**config.mk**
```make
export PLATFORM = sky130hd
export DESIGN_NAME = gelato_fetch_scheduler
export DESIGN_NICKNAME = d
export VERILOG_FILES = /design/src/rtl/gelato_pkg.sv /design/src/rtl/gelato_rr_picker.sv /design/src/rtl/gelato_fetch_scheduler.sv
export SDC_FILE = /design/constraint.sdc
export NUM_CORES = 1
export LEC_CHECK = 0
export CORE_ASPECT_RATIO = 0.6
export CORE_MARGIN = 4
export CORE_UTILIZATION = 50
export CTS_BUF_LIST = sky130_fd_sc_hd__clkbuf_8
export CTS_CLUSTER_SIZE = 16
export DETAILED_ROUTE_END_ITERATION = 16
export GPL_TIMING_DRIVEN = 0
export PLACE_DENSITY = 0.69
export SYNTH_ARGS = -nofsm -noshare
export SYNTH_HDL_FRONTEND = slang
export SYNTH_SLANG_ARGS = --single-unit
export TNS_END_PERCENT = 100
```
**constraint.sdc**
```tcl
create_clock -name clk -period 10.9 [get_ports clk]
set_input_delay 1.09 -clock clk [delete_from_list [all_inputs] [get_ports clk]]
set_output_delay 1.09 -clock clk [all_outputs]
set_load 0.01 [all_outputs]
```
**src/rtl/gelato_pkg.sv**
```systemverilog
// Shared types and width constants for the Gelato frontend fetch path.
package gelato_pkg;

    localparam int unsigned GELATO_NUM_WARPS       = 8;
    localparam int unsigned GELATO_PC_WIDTH        = 32;
    localparam int unsigned GELATO_SPLIT_NUM_WIDTH = 3;

    typedef enum logic [1:0] {
        INACTIVE = 2'd0,
        READY    = 2'd1,
        PENDING  = 2'd2
    } warp_state_t;

endpackage

```
**src/rtl/gelato_rr_picker.sv**
```systemverilog
// Combinational round-robin first-set finder: first set bit of req at or after start, wrapping.
module gelato_rr_picker #(
    parameter int unsigned NUM_WARPS      = 8,
    parameter int unsigned WARP_NUM_WIDTH = $clog2(NUM_WARPS)
) (
    input  logic [NUM_WARPS-1:0]      req,
    input  logic [WARP_NUM_WIDTH-1:0] start,
    output logic                      found,
    output logic [WARP_NUM_WIDTH-1:0] index
);

    logic [WARP_NUM_WIDTH-1:0] cand;

    // Scan from the farthest offset back to start so the nearest hit wins; index math wraps for free.
    always_comb begin
        found = 1'b0;
        index = '0;
        cand  = '0;
        for (int unsigned i = NUM_WARPS; i > 0; i--) begin
            cand = start + WARP_NUM_WIDTH'(i - 1);
            if (req[cand]) begin
                found = 1'b1;
                index = cand;
            end
        end
    end

endmodule

```
**src/rtl/gelato_fetch_scheduler.sv**
```systemverilog
// Warp fetch scheduler: per-warp PC table with round-robin selection into a single fetch output register.
module gelato_fetch_scheduler
    import gelato_pkg::*;
#(
    parameter int unsigned NUM_WARPS       = GELATO_NUM_WARPS,
    parameter int unsigned WARP_NUM_WIDTH  = $clog2(NUM_WARPS),
    parameter int unsigned PC_WIDTH        = GELATO_PC_WIDTH,
    parameter int unsigned SPLIT_NUM_WIDTH = GELATO_SPLIT_NUM_WIDTH
) (
    input  logic                       clk,
    input  logic                       rst_n,
    input  logic                       rdy,
    input  logic                       launch_valid,
    input  logic [WARP_NUM_WIDTH-1:0]  launch_warp,
    input  logic [PC_WIDTH-1:0]        launch_pc,
    input  logic [SPLIT_NUM_WIDTH-1:0] launch_split,
    input  logic                       resume_valid,
    input  logic [WARP_NUM_WIDTH-1:0]  resume_warp,
    input  logic [PC_WIDTH-1:0]        resume_pc,
    input  logic [SPLIT_NUM_WIDTH-1:0] resume_split,
    input  logic                       resume_exit,
    input  logic                       flush,
    output logic                       fetch_valid,
    input  logic                       fetch_ready,
    output logic [PC_WIDTH-1:0]        fetch_pc,
    output logic [WARP_NUM_WIDTH-1:0]  fetch_warp_num,
    output logic [SPLIT_NUM_WIDTH-1:0] fetch_split_table_num,
    output logic                       all_idle
);

    warp_state_t                state     [NUM_WARPS];
    logic [PC_WIDTH-1:0]        warp_pc   [NUM_WARPS];
    logic [SPLIT_NUM_WIDTH-1:0] warp_split[NUM_WARPS];
    logic [WARP_NUM_WIDTH-1:0]  rr_ptr;

    logic [NUM_WARPS-1:0]       ready_vec;
    logic                       any_active;
    logic                       pick_found;
    logic [WARP_NUM_WIDTH-1:0]  pick_index;
    logic                       load;

    always_comb begin
        ready_vec  = '0;
        any_active = 1'b0;
        for (int unsigned w = 0; w < NUM_WARPS; w++) begin
            ready_vec[w] = (state[w] == READY);
            if (state[w] != INACTIVE) any_active = 1'b1;
        end
    end

    assign load     = !fetch_valid || fetch_ready;
    assign all_idle = !any_active && !fetch_valid;

    gelato_rr_picker #(
        .NUM_WARPS      (NUM_WARPS),
        .WARP_NUM_WIDTH (WARP_NUM_WIDTH)
    ) u_picker (
        .req   (ready_vec),
        .start (rr_ptr),
        .found (pick_found),
        .index (pick_index)
    );

    // Launch needs INACTIVE, resume needs PENDING and the picked warp is READY,
    // so the three per-warp updates never target the same entry in one cycle.
    always_ff @(posedge clk or negedge rst_n) begin
        if (!rst_n) begin
            for (int unsigned w = 0; w < NUM_WARPS; w++) begin
                state[w]      <= INACTIVE;
                warp_pc[w]    <= '0;
                warp_split[w] <= '0;
            end
            rr_ptr                <= '0;
            fetch_valid           <= 1'b0;
            fetch_pc              <= '0;
            fetch_warp_num        <= '0;
            fetch_split_table_num <= '0;
        end else if (rdy) begin
            if (flush) begin
                for (int unsigned w = 0; w < NUM_WARPS; w++) begin
                    state[w] <= INACTIVE;
                end
                rr_ptr      <= '0;
                fetch_valid <= 1'b0;
            end else begin
                for (int unsigned w = 0; w < NUM_WARPS; w++) begin
                    if (launch_valid && launch_warp == WARP_NUM_WIDTH'(w)
                        && state[w] == INACTIVE) begin
                        state[w]      <= READY;
                        warp_pc[w]    <= launch_pc;
                        warp_split[w] <= launch_split;
                    end
                    if (resume_valid && resume_warp == WARP_NUM_WIDTH'(w)
                        && state[w] == PENDING) begin
                        state[w]      <= resume_exit ? INACTIVE : READY;
                        warp_pc[w]    <= resume_pc;
                        warp_split[w] <= resume_split;
                    end
                end
                if (load) begin
                    fetch_valid <= pick_found;
                    if (pick_found) begin
                        state[pick_index]     <= PENDING;
                        fetch_pc              <= warp_pc[pick_index];
                        fetch_warp_num        <= pick_index;
                        fetch_split_table_num <= warp_split[pick_index];
                        rr_ptr                <= pick_index + WARP_NUM_WIDTH'(1);
                    end
                end
            end
        end
    end

endmodule

```
==> results.yml <==
placement:
  dpl.hpwl_um: 50700
  pre_cts_ws_ns: 6.06
  numPlacedInstances: 2707
  placed_area_um2: 20400
  gp_congestion: 0.955
  port_buffers: 52
setup_path:
  r2r_start: "rr_ptr[1]"
  crit_type: "flip-flop to flip-flop"
  crit_path_start_kind: "flip-flop"
  worstSetupEndpointType: "flip-flop"
  cp_max_fo: 10
  startpoint: "rr_ptr[1]"
  critical-path-max-stage-delay_ns: 0.52
  required_ns: 11.40
  critPathBufInv: 4
  cp_top_family: "buffers and inverters"
  critPathSlowestCell: "a211oi_1"
  path_cells: "buf_2, inv_1, ha_1, xor2_1, mux4_2, nand2_1, o21ai_1, or3_1, o21ai_2, buf_2, buf_2, nand2_1, a211oi_1, o41ai_2"
  crit_path_frequent_cell: "buf_2"
  cp.arrival_ns: 5.64
synth:
  async_flop_share: 1.00
  ys_seq_area_frac: 0.441
  synth_nets: 2226
  syn-cell-area_um2: 19200
  synth-edff-count: 0
  synthCells: 2139
  synth-seq-cells: 338
  yosysTopAreaCell: "dfrtp_1"
  yosys-top-cells-count: "338 x dfrtp_1, 318 x nand2_1, 311 x nor2_1, 186 x mux2i_1, 163 x a21oi_1"
  yosys_warnings: 0
  synthTopCellsByArea: "dfrtp_1 44%, mux2i_1 9.7%, nand2_1 6.2%, nor2_1 6.1%, mux2_2 4.5%"
  syn_avg_cell_area_um2: 8.97
  synth_top_area_share: 0.441
  yosys.cell_count.top_type: "dfrtp_1"
  synth_cell_types: 87
  synth_top_flop_cell: "dfrtp_1"
cts:
  cts_tree: "done"
  cts_max_path_buffers: 3
  cts_root_buf: "clkbuf_8"
  cts-resized-gates: 0
  clkSinkCount: 338
  htree_num_levels: 2
  clk_latency_ns: 0.63
  cts_setup_buffers: 0
  hold_buffers: 0
  numCtsBuffers: 51
  path_clk_slew_ns: 0.09
final_layout:
  final_nets: 2334
  areaGrowthSynthToFinish_pct: 11.9
  drive_gt1_frac: 0.105
  finalInstanceArea_um2: 21500
  nFillCells: 3361
  fin_cells: 2799
global_routing:
  grt_pass1_wl_um: 109000
  grt_antenna_before_repair: 3
  track_usage: 0.341
  grt_pass1_vias: 17400
  overflow: 0
  grt_max_degree: 119
timing:
  period_minus_slack_ns: 5.14
  whs_ns: 0.364
  final-setup-viol-count: 0
  hold_viol: 0
  final.period_utilization: 0.471
  maxSlewViolCount: 0
  relSlewSlack: 0.174
  rsz0062_at_grt: "false"
  fmax_mhz: 195
  tightest_slew_ns: 1.24
  fin_ws_ns: 5.76
  finClkSkew_ns: 0.0235
floorplanning:
  die_area_um2: 41700
  fp.dieW_um: 261
  die_h_um: 160
  coreArea_um2: 37800
  io_pins: 124
  row_count: 55
  start_util: 0.508
detailed_routing:
  wirelength_um: 72800
  first_pass_iters: 8
  drt_iter0_markers: 2549
  via_per_inst: 6.48
  drt-wirelength-per-cell_um: 26.0
  drc_errors: 0
  antenna_left: 0
  vias: 18100
power_and_ir_drop:
  cellPowerDensity_nw_per_um2: 299
  irDropWorstVdd_uv: 190
  leakage_nw: 8.54
hold_path:
  hold_class: "primary input to async pin"
job:
  cap_viol_max_count: 0
run_status:
  status: "finished, final reports clean"
cell families (layout without fill, tap and decap cells):
logic type	count (synthesis)	after routing	share of synthesized area
mux	285	285	0.162
other cells	0	2	0
flops	338	338	0.441
xor+xnor	5	5	0.00228
compound gates	503	503	0.169
simple gates	763	763	0.171
buf+inv	242	387	0.0524
fa+ha+maj	3	3	0.00196
path summary, 6_finish.rpt:
path                                end  cells after the start  slack [ns]
max in group asynchronous   warp_pc[59]                      4        8.70
min in group clk           warp_pc[132]                      2        0.48
max reg2reg                 fetch_pc[9]                     14        5.76
max                         fetch_pc[9]                     14        5.76
min reg2reg                warp_pc[132]                      2        0.48
min                         warp_pc[65]                      1        0.36
flip-flops by register name (all words and copies together) (netlist names):
register	flops
fetch_warp_num	3
warp_pc	256
fetch_pc	32
warp_split	24
state	16
fetch_valid	1
rr_ptr	3
fetch_split_table_num	3
cells in the final DEF (no fill, tap or decap), types with 5 or more instances in the layout:
| master | n |
|---|---|
| buf_2 | 25 |
| clkbuf_8 | 67 |
| nor3_1 | 19 |
| buf_1 | 41 |
| clkdlybuf4s50_1 | 51 |
| mux2i_1 | 186 |
| nor2_1 | 311 |
| inv_1 | 29 |
| o31a_1 | 6 |
| a221oi_1 | 28 |
| and2_1 | 30 |
| mux4_2 | 12 |
| a31oi_1 | 135 |
| a21oi_1 | 163 |
| dfrtp_1 | 338 |
| nand2b_1 | 13 |
| o31ai_1 | 7 |
| mux2_2 | 76 |
| a211oi_1 | 11 |
| clkbuf_1 | 142 |
| o21ai_0 | 62 |
| o22ai_1 | 5 |
| nand2_1 | 318 |
| o21ai_1 | 5 |
| and3_1 | 14 |
| mux2_1 | 11 |
| nor4_1 | 5 |
| clkinv_2 | 7 |
| a22oi_1 | 29 |
| buf_4 | 8 |
| nor2b_1 | 11 |
| o41ai_2 | 5 |
cell type report:
| class | count | area [um^2] | share of cell area |
|---|---|---|---|
| antenna | 2 | 5.00 | 0.000233 |
| multi-input combinational | 1559 | 9720 | 0.453 |
| clock buffer | 67 | 922 | 0.0430 |
| buffer | 220 | 917 | 0.0427 |
| sequential | 338 | 8460 | 0.394 |
| clock inverter | 23 | 106 | 0.00495 |
| timing repair buffer | 55 | 608 | 0.0283 |
| tap | 513 | 642 | 0.0299 |
| inverter | 22 | 87.6 | 0.00408 |
stage by stage:
step,util,power [mW],setup TNS [ns]
2_1_floorplan,-,4.11,0
4_1_cts,0.568,6.30,0
3_5_place_dp,0.541,5.21,0
5_1_grt,0.568,6.70,0
3_3_place_gp,0.539,5.13,-2100.50
6_report,0.568,6.41,0
report_power, final:
part | switching [mW] | leakage (nW) | internal [mW]
combinational | 1.93 | 3.82 | 1.27
sequential | 0.335 | 4.13 | 1.79
clock | 0.548 | 0.590 | 0.549
worst reg2reg max path, stage by stage (launching register included):
cell      delay, ns
dfrtp_1        0.43
buf_2          0.23
inv_1          0.25
ha_1           0.36
xor2_1         0.51
mux4_2         0.46
nand2_1        0.09
o21ai_1        0.18
or3_1          0.44
o21ai_2        0.32
buf_2          0.37
buf_2          0.38
nand2_1        0.38
a211oi_1       0.52
o41ai_2        0.10
per-layer routing:
metal / wire length [um] / up-vias / GRT usage
met1: 30200 / 8883 / 0.501
met5: 11 / - / 0
met2: 29400 / 1295 / 0.469
met3: 10300 / 222 / 0.113
met4: 2810 / 2 / 0.117
li1: - / 7728 / -
Power figures use the tool's default switching activity.
